## src/rtl/rvcpu_pkg.sv

```systemverilog
// rvcpu: shared types for the multiply/divide unit
package rvcpu;
  typedef enum logic [2:0] {
    OP_MUL, OP_MULH, OP_MULHSU, OP_MULHU, OP_DIV, OP_DIVU, OP_REM, OP_REMU
  } muldiv_op_t;
  typedef enum logic [1:0] {ST_IDLE, ST_MUL, ST_DIV, ST_DONE} muldiv_state_t;
endpackage

```

## src/rtl/muldiv_signfix.sv

```systemverilog
// muldiv_signfix: conditional two's-complement negate, used for operand magnitudes and result sign fixup
module muldiv_signfix #(
  parameter int Width = 32
) (
  input  logic [Width-1:0] i_val,
  input  logic             i_neg,
  output logic [Width-1:0] o_val
);
  assign o_val = i_neg ? -i_val : i_val;
endmodule

```

## src/rtl/muldiv_unit.sv

```systemverilog
// muldiv_unit: iterative RISC-V M-extension multiply/divide, one bit per cycle
module muldiv_unit import rvcpu::*; #(
  parameter int Width = 32
) (
  input  logic             clk,
  input  logic             rst_n,
  input  logic             flush,
  input  logic             in_valid,
  output logic             in_ready,
  input  muldiv_op_t       op,
  input  logic [Width-1:0] a,
  input  logic [Width-1:0] b,
  output logic             out_valid,
  input  logic             out_ready,
  output logic [Width-1:0] res,
  output logic             busy
);
  localparam int CW = $clog2(Width) + 1;
  muldiv_state_t r_state, w_next;
  muldiv_op_t r_op;
  logic [Width-1:0] r_hi, r_lo, r_b, r_res;
  logic [CW-1:0] r_cnt;
  logic r_neg_q, r_neg_r;
  logic w_accept, w_last, w_sa, w_sb, w_is_div, w_dz, w_ovf;
  logic [Width-1:0] w_abs_a, w_abs_b, w_mhi, w_mlo, w_dr, w_dq, w_q_fix, w_r_fix;
  logic [Width:0] w_sum, w_shl, w_diff;
  logic [2*Width-1:0] w_p_fix;
  assign in_ready  = r_state == ST_IDLE;
  assign out_valid = r_state == ST_DONE;
  assign busy      = r_state != ST_IDLE;
  assign res       = r_res;
  assign w_accept  = in_valid & in_ready & ~flush;
  assign w_is_div  = op[2];
  assign w_sa      = op inside {OP_MUL, OP_MULH, OP_MULHSU, OP_DIV, OP_REM};
  assign w_sb      = op inside {OP_MUL, OP_MULH, OP_DIV, OP_REM};
  assign w_dz      = w_is_div && b == '0;
  assign w_ovf     = w_is_div && w_sb && a == {1'b1, {(Width-1){1'b0}}} && &b;
  assign w_last    = r_cnt == CW'(Width - 1);
  // shift-add step: hi:lo holds partial product above the unconsumed multiplier bits
  assign w_sum = {1'b0, r_hi} + (r_lo[0] ? {1'b0, r_b} : '0);
  assign w_mhi = w_sum[Width:1];
  assign w_mlo = {w_sum[0], r_lo[Width-1:1]};
  // restoring step: hi is the partial remainder, lo shifts dividend out and quotient in
  assign w_shl  = {r_hi, r_lo[Width-1]};
  assign w_diff = w_shl - {1'b0, r_b};
  assign w_dr   = w_diff[Width] ? w_shl[Width-1:0] : w_diff[Width-1:0];
  assign w_dq   = {r_lo[Width-2:0], ~w_diff[Width]};
  muldiv_signfix #(.Width(Width)) u_abs_a (.i_val(a), .i_neg(w_sa & a[Width-1]), .o_val(w_abs_a));
  muldiv_signfix #(.Width(Width)) u_abs_b (.i_val(b), .i_neg(w_sb & b[Width-1]), .o_val(w_abs_b));
  muldiv_signfix #(.Width(2*Width)) u_prod (.i_val({w_mhi, w_mlo}), .i_neg(r_neg_q), .o_val(w_p_fix));
  muldiv_signfix #(.Width(Width)) u_quo (.i_val(w_dq), .i_neg(r_neg_q), .o_val(w_q_fix));
  muldiv_signfix #(.Width(Width)) u_rem (.i_val(w_dr), .i_neg(r_neg_r), .o_val(w_r_fix));
  // state register
  always_ff @(posedge clk or negedge rst_n)
    if (!rst_n) r_state <= ST_IDLE;
    else r_state <= w_next;
  // next state: divide special cases skip iteration, flush overrides everything
  always_comb begin
    w_next = r_state;
    case (r_state)
      ST_IDLE: if (w_accept) w_next = !w_is_div ? ST_MUL : (w_dz | w_ovf) ? ST_DONE : ST_DIV;
      ST_MUL, ST_DIV: if (w_last) w_next = ST_DONE;
      ST_DONE: if (out_ready) w_next = ST_IDLE;
      default: w_next = ST_IDLE;
    endcase
    if (flush) w_next = ST_IDLE;
  end
  // operand capture, one iteration per cycle, signed result latched on the final iteration
  always_ff @(posedge clk or negedge rst_n)
    if (!rst_n) begin
      r_op    <= OP_MUL;
      r_hi    <= '0;
      r_lo    <= '0;
      r_b     <= '0;
      r_cnt   <= '0;
      r_neg_q <= 1'b0;
      r_neg_r <= 1'b0;
      r_res   <= '0;
    end else if (w_accept) begin
      r_op    <= op;
      r_hi    <= '0;
      r_lo    <= w_abs_a;
      r_b     <= w_abs_b;
      r_cnt   <= '0;
      r_neg_q <= (w_sa & a[Width-1]) ^ (w_sb & b[Width-1]);
      r_neg_r <= w_sa & a[Width-1];
      if (w_dz) r_res <= op[1] ? a : '1;
      else if (w_ovf) r_res <= op[1] ? '0 : a;
    end else if (r_state == ST_MUL || r_state == ST_DIV) begin
      r_cnt <= r_cnt + 1'b1;
      r_hi  <= r_state == ST_MUL ? w_mhi : w_dr;
      r_lo  <= r_state == ST_MUL ? w_mlo : w_dq;
      if (w_last)
        r_res <= r_state == ST_DIV ? (r_op[1] ? w_r_fix : w_q_fix) :
                 r_op == OP_MUL ? w_p_fix[Width-1:0] : w_p_fix[2*Width-1:Width];
    end
endmodule
```

## config.mk

```make
export PLATFORM = sky130hd
export DESIGN_NAME = muldiv_unit
export DESIGN_NICKNAME = d
export VERILOG_FILES = /design/src/rtl/rvcpu_pkg.sv /design/src/rtl/muldiv_signfix.sv /design/src/rtl/muldiv_unit.sv
export SDC_FILE = /design/constraint.sdc
export NUM_CORES = 1
export LEC_CHECK = 0
export ABC_AREA = 1
export BUFFER_PORTS_ARGS = -buffer_cell sky130_fd_sc_hd__buf_2
export CELL_PAD_IN_SITES_DETAIL_PLACEMENT = 0
export CELL_PAD_IN_SITES_GLOBAL_PLACEMENT = 2
export CORE_MARGIN = 3
export CORE_UTILIZATION = 36
export CTS_BUF_LIST = sky130_fd_sc_hd__clkbuf_16
export CTS_CLUSTER_SIZE = 10
export DETAILED_ROUTE_END_ITERATION = 16
export PLACE_DENSITY_LB_ADDON = 0.1
export SLEW_MARGIN = 5
export SYNTH_ARGS = -nofsm -noshare
export SYNTH_HDL_FRONTEND = slang
export SYNTH_HIERARCHICAL = 1
export SYNTH_SLANG_ARGS = --single-unit
```

## constraint.sdc

```tcl
create_clock -name clk -period 7.4 [get_ports clk]
set_clock_uncertainty 0.15 [all_clocks]
set_input_delay 0.74 -clock clk [delete_from_list [all_inputs] [get_ports clk]]
set_output_delay 0.74 -clock clk [all_outputs]
set_load 0.01 [all_outputs]
```

# After elaboration in Yosys (flattened, before gate mapping)
# Cells that the tools add are included.
# totals
input_bits	72
wordCells	88
out_inout_bits	35
ff_bits	141
# op_classes
muxes	32
n_addsub	8
reduce_logical	18
n_bitwise	8
eq_ne	13
# op_table
op	n
32-bit two-way mux	22
32-bit negation	4
64-bit two-way mux	1
64-bit negation	1
32-bit by 32-bit adder with 33-bit output	1
33-bit by 32-bit subtractor with 33-bit output	1
32-bit == test (second input constant)	1
32-bit zero test	1
32-bit AND reduction	1
6-bit two-way mux	2
2-bit two-way mux	5
6-bit by 1-bit adder with 6-bit output (second input constant)	1
3-bit == test (second input constant)	2
6-bit by 5-bit == test with 1-bit output (second input constant)	1
3-bit zero test	2
3-bit by 2-bit != test with 1-bit output (second input constant)	2
2-bit case mux with 3 select lines	1
3-bit AND reduction	2
2-bit nonzero test	3
5-bit nonzero test	1
1-bit bitwise AND	4
2-bit == test (second input constant)	2
1-bit logical AND	4
4-bit nonzero test	1
other kinds (12)	13

# Longest topological paths before layout
# logic_depth
depth_word	11
depth_mapped	32
ltp_nobuf	31

# Hierarchy
# Netlist, hierarchy kept.
# modules_own_cells
mod	area_each_um2	cells_each	seq_area_each_um2	n_inst
muldiv_unit	14761.7	2525	3528.4	1
muldiv_signfix (u_abs_a ...)	1052.3	225	0.0	4
muldiv_signfix (u_prod)	2411.1	498	0.0	1

# Worst setup path before layout
# Ideal clock, no wire load.
# synth_timing
kind	register to register
from	reg r_lo[0]
to	reg r_res[31] (netlist: res[31])
synth_period_minus_slack_ns	3.771
setup_time_ns	0.065
n_path_buf	2
stages_incl_launch_ff	29
t_arrival_ns	3.555
path_slack_ns	3.629
required_time_ns	7.185
cell_sequence	dfrtp_1 > clkbuf_1 > clkbuf_1 > nand2_1 > inv_1 > ha_1 > inv_1 > fa_1 > inv_1 > nand3_1 > nand3_1 > nand2_1 > nand3_1 > nand2_1 > nand3_1 > nand2_1 > nor2_1 > nand2_1 > nor2_1 > nand2_1 > o21ai_0 > nand3_1 > nand2_1 > nor2_1 > o32ai_1 > nand2_1 > nand2_1 > nand2_1 > nand2_1
# synth_between
elab_chain_len	9
word_cells_on_any_way	12
cone_classes	3 x add/sub; 9 x mux
# synth_lines
item	line	source
start: declaration	muldiv_unit.sv:21	logic [Width-1:0] r_hi, r_lo, r_b, r_res;
start signal: assignment	muldiv_unit.sv:82	r_lo <= w_abs_a;
start signal: assignment	muldiv_unit.sv:92	r_lo <= r_state == ST_MUL ? w_mlo : w_dq;
32-bit two-way mux	muldiv_unit.sv:40	assign w_sum = {1'b0, r_hi} + (r_lo[0] ? {1'b0, r_b} : '0);
32-bit by 32-bit adder with 33-bit output	muldiv_unit.sv:40	
named net w_sum[16]	muldiv_unit.sv:26	logic [Width:0] w_sum, w_shl, w_diff;
64-bit negation	muldiv_signfix.sv:9	assign o_val = i_neg ? -i_val : i_val;
64-bit two-way mux	muldiv_signfix.sv:9	
named net w_p_fix[63]	muldiv_unit.sv:27	logic [2*Width-1:0] w_p_fix;
32-bit two-way mux	muldiv_unit.sv:95	r_op == OP_MUL ? w_p_fix[Width-1:0] : w_p_fix[2*Width-1:Width];
32-bit two-way mux	muldiv_unit.sv:94	r_res <= r_state == ST_DIV ? (r_op[1] ? w_r_fix : w_q_fix) :
32-bit two-way mux	muldiv_unit.sv:93	if (w_last)
32-bit two-way mux	muldiv_unit.sv:89	end else if (r_state == ST_MUL || r_state == ST_DIV) begin
32-bit two-way mux	muldiv_unit.sv:79	end else if (w_accept) begin
end signal: assignment	muldiv_unit.sv:87	if (w_dz) r_res <= op[1] ? a : '1;
end signal: assignment	muldiv_unit.sv:88	else if (w_ovf) r_res <= op[1] ? '0 : a;
end signal: assignment	muldiv_unit.sv:94	
end: declaration	muldiv_unit.sv:21	
# The timed path passes the listed nets, and every way through them passes these cells. The select of a mux whose other input is x is not followed.
# A chain may end at the register's enable or synchronous reset.

# Worst setup path after layout
# layout_timing
from	reg r_lo[0]
to	reg r_res[27] (netlist: res[27])
# The elaborated chain is that of the path after synthesis.

==> results by stage <==
Placement:
- The wire-length estimate of the detail-placed layout is 81,980 µm.
- During placement, the flow inserted port buffers numbering 106.
- The number of placed instances, taps included, is 4,693.
- After detailed placement, the total cell area comes to 22,420 µm².
- Routability-driven placement finished with a final weighted congestion of 0.9601.

Route:
- The pre-antenna-repair detailed-routing pass consisted of 6 iterations.
- The via density per instance is 5.283.
- The detailed router placed 24,960 vias in this run.
- The final routed wire length divided by cell count is 21.38 µm.
- The DRC violation total after the first TritonRoute iteration is 2,707.
- The routed design has 101,000 µm of wire.
- The number of design rule violations left after detail routing is 0.
- The detail route stage leaves a number of antenna-violating nets equal to 0.

Floorplanning:
- The initial utilization of the core area, before any placement, comes to 36.71%.
- The core region is 58,250 µm².
- The die boundary width is 249.7 µm.
- In this run the count of I/O pins placed on the die edge is 107.
- The area enclosed by the die boundary is 62,360 µm².
- The y dimension of the die is 249.7 µm.
- The number of placement rows is 88.

Finish:
- The count of cells in the finished layout, fillers not included, comes to 4,725.
- The repair_antennas step left the layout with diodes totalling 0.
- The post-route netlist has 7.929% of its cells at a drive strength greater than 1.
- In the layout the commonest cells are 1,505 x nand2_1, 551 x inv_1, 496 x nor2_1.
- The post-route cell area is 23,000 µm².
- The area growth from synthesis to layout is 7.572%.
- After the last flow step, the layout net total stands at 4,095.
- The library cell used most frequently in the layout, excluding fill and tap cells, is nand2_1.

Critical path:
- STA puts the critical path data arrival time at 5.36 ns.
- STA classifies the critical path startpoint as a flip-flop.
- The largest individual stage delay along the critical path comes from the cell o32ai_1.
- Along the worst path, the maximum fanout reaches 33.
- STA classifies the critical path endpoint as a flip-flop.
- In this design, the critical path's most frequently occurring cell is nand2_1.
- The peak per-stage delay on the critical path is 0.69 ns.
- The critical setup path kind is flip-flop to flip-flop.
- The worst endpoint required time is 7.69 ns.

GRT:
- The pin count of the biggest net entering global routing is 95.
- Summed over all layers, the global routing overflow is 0.
- The initial antenna violation count is 6.
- For this run, the total global-route usage over all layers was measured as 31.84%.
- The global-route wire length before repair is 150,200 µm.
- The number of global-route vias before repair is 22,680.

CTS:
- The number of sinks handled by clock tree synthesis is 141.
- The number of hold buffers added after CTS was 0.
- The clock tree synthesis step divided the H-tree into 4 levels.
- The clock root buffer is clkbuf_16.
- The number of clock buffers added by TritonCTS is 17.
- The number of resized instances in the post-cts repair step is 0.
- After clock tree synthesis, the clock-pin slew on the worst setup and hold paths is 0.08 ns.
- The clock tree from TritonCTS is done.
- The number of setup buffers added after CTS is 0.
- The clock insertion delay at the later pin of the skew report is 0.50 ns.
- The number of buffers on the longest clock path is 2.

Synth:
- The area of the mapped netlist is 21,380 µm².
- The Yosys warning count is 6.
- A synthesized cell averages 5.450 µm².
- The count of flip-flops with a built-in enable after synthesis is 0.
- Sequential elements use 16.50% of the synthesized area.
- The flop and latch count out of synthesis is 141.
- For this run, asynchronously set or reset flops after synthesis account for 100.0%.
- The distinct cell type count after synthesis is 51.
- The number of nets handed over by synthesis was 4,071.
- The most used flip-flop cell after synthesis is dfrtp_1.
- Synthesis produced 3,923 cells.

STA:
- The relative slew slack is 29.59%.
- For the pin with the worst max-slew slack, the measured transition is 1.056 ns.
- Based on the critical path, the design can be clocked at up to 0.1973 GHz.
- The minimum clock period is 5.069 ns.
- The final count of hold timing violations is 0.
- The setup TNS is 0 ns.
- Setup repair after global routing left no endpoint under its margin.
- Setup violations remaining at the end of the flow were counted as 0.
- The final number of max-transition violations was 0.
- The final clock period utilization by the worst path is 68.49%.

Pwr:
- The switching power as a share of total power is 64.34%.
- The worst-case IR drop observed on VDD is 0.2859 mV.
- The switching component of the power is 7.439 mW.
- The sequential power share is 13.3%.
- The clock share of power is 7.9%.
- The static leakage power is 13.02 nW.
- The total power density per cell area is 502.6 nW/µm².
- The part of the total power dissipated in combinational logic is 78.8%.
- The internal portion of the total power is 4.122 mW.

Outcome:
- The run finished with clean final reports.

Job:
- Max-cap violations in this run came to 0.

Hold path:
- In this run the worst hold path is classified as input port to asynchronous set/reset pin.
-- cells in the mapped netlist, types with 24 or more instances --
cell type | count | area share [%]
dfrtp_1 | 141 | 17
nor2_1 | 497 | 8.7
o21ai_0 | 181 | 4.2
nor2_4 | 25 | 1.3
nor2_2 | 28 | 0.82
nand2_1 | 1505 | 26
nand3_1 | 274 | 6.4
xor2_1 | 54 | 2.2
o32ai_1 | 32 | 1.3
inv_1 | 551 | 9.7
nand4_1 | 50 | 1.5
o211ai_1 | 65 | 2.3
ha_1 | 74 | 4.3
xnor2_1 | 65 | 2.7
a21oi_1 | 76 | 1.8
nand2_4 | 24 | 1.3
clkbuf_1 | 73 | 1.3
nand2_2 | 27 | 0.79
-- state kept, by name (all words and copies together) (netlist names) --
register  count
r_lo         32
r_op          3
r_neg_q       1
r_cnt         6
r_neg_r       1
r_hi         32
r_state       2
r_b          32
res          32
-- through the flow --
stage	utilization, %	power, mW	setup WS [ns]	hold slack (ns)
finish	39.49	11.56	2.331	0.1562
detailed placement	38.50	10.39	2.443	0.3410
global placement	38.50	10.48	2.513	0.3445
CTS	39.49	11.35	2.405	0.1655
floorplan	-	7.588	3.629	0.2944
global route	39.49	12.57	1.848	0.2074
-- cell type report --
class | count | area, µm²
fill | 6774 | 35250
multi-input combinational | 3095 | 15120
sequential | 141 | 3532
inverter | 565 | 2121
tap | 765 | 957.2
timing repair buffer | 127 | 694.4
clock buffer | 17 | 425.4
clock inverter | 15 | 152.6
-- routing by layer --
| metal | wire length (µm) | vias to the layer above | part of all wire, % | global-route usage (%) |
|---|---|---|---|---|
| met2 | 40130 | 951 | 40 | 44.58 |
| met3 | 8436 | 107 | 8.4 | 6.451 |
| met1 | 50730 | 11590 | 50 | 49.63 |
| li1 | - | 12310 | - | - |
| met4 | 1690 | 6 | 1.7 | 6.250 |
| met5 | 41 | - | 0.041 | 0 |
-- final timing paths --
path | startpoint | endpoint | slack [ns] | depth (start not counted)
setup / recovery | r_lo[0]$_DFFE_PN0P_ | res[27]$_DFFE_PN0P_ | 2.33 | 27
setup reg to reg | r_lo[0]$_DFFE_PN0P_ | res[27]$_DFFE_PN0P_ | 2.33 | 27
max in group asynchronous | rst_n | r_lo[22]$_DFFE_PN0P_ | 5.45 | 2
hold / removal | rst_n | r_b[27]$_DFFE_PN0P_ | 0.16 | 1
min in group clk | res[7]$_DFFE_PN0P_ | res[7]$_DFFE_PN0P_ | 0.36 | 2
hold reg to reg | res[7]$_DFFE_PN0P_ | res[7]$_DFFE_PN0P_ | 0.36 | 2
-- power groups by stage --
stage / Combinational (mW) / Clock (mW) / Sequential [mW]
global route: 10.0 / 0.967 / 1.56
floorplan: 6.33 / 0 / 1.26
global placement: 8.94 / 0 / 1.54
finish: 9.11 / 0.918 / 1.54
CTS: 8.90 / 0.933 / 1.52
detailed placement: 8.86 / 0 / 1.53
-- critical path, delay by kind of cell (launching register included) --
family                     cells  cell delay, ns
adders and majority gates      2            0.65
DFF                            1            0.42
buffers and inverters          4            0.68
AOI/OAI and AO/OA              1            0.69
and+or+nand+nor               20            2.37
-- logic make-up after synthesis --
logic type               count (synthesis)  synth area share, %
adder cells (fa/ha/maj)                 76                4.518
flip-flops                             141                16.50
XOR/XNOR                               119                4.874
buffers and inverters                  687                12.94
AO/OA/AOI/OAI                          397                11.13
AND/OR/NAND/NOR                       2503                50.04
(Power assumes the default switching activity.)
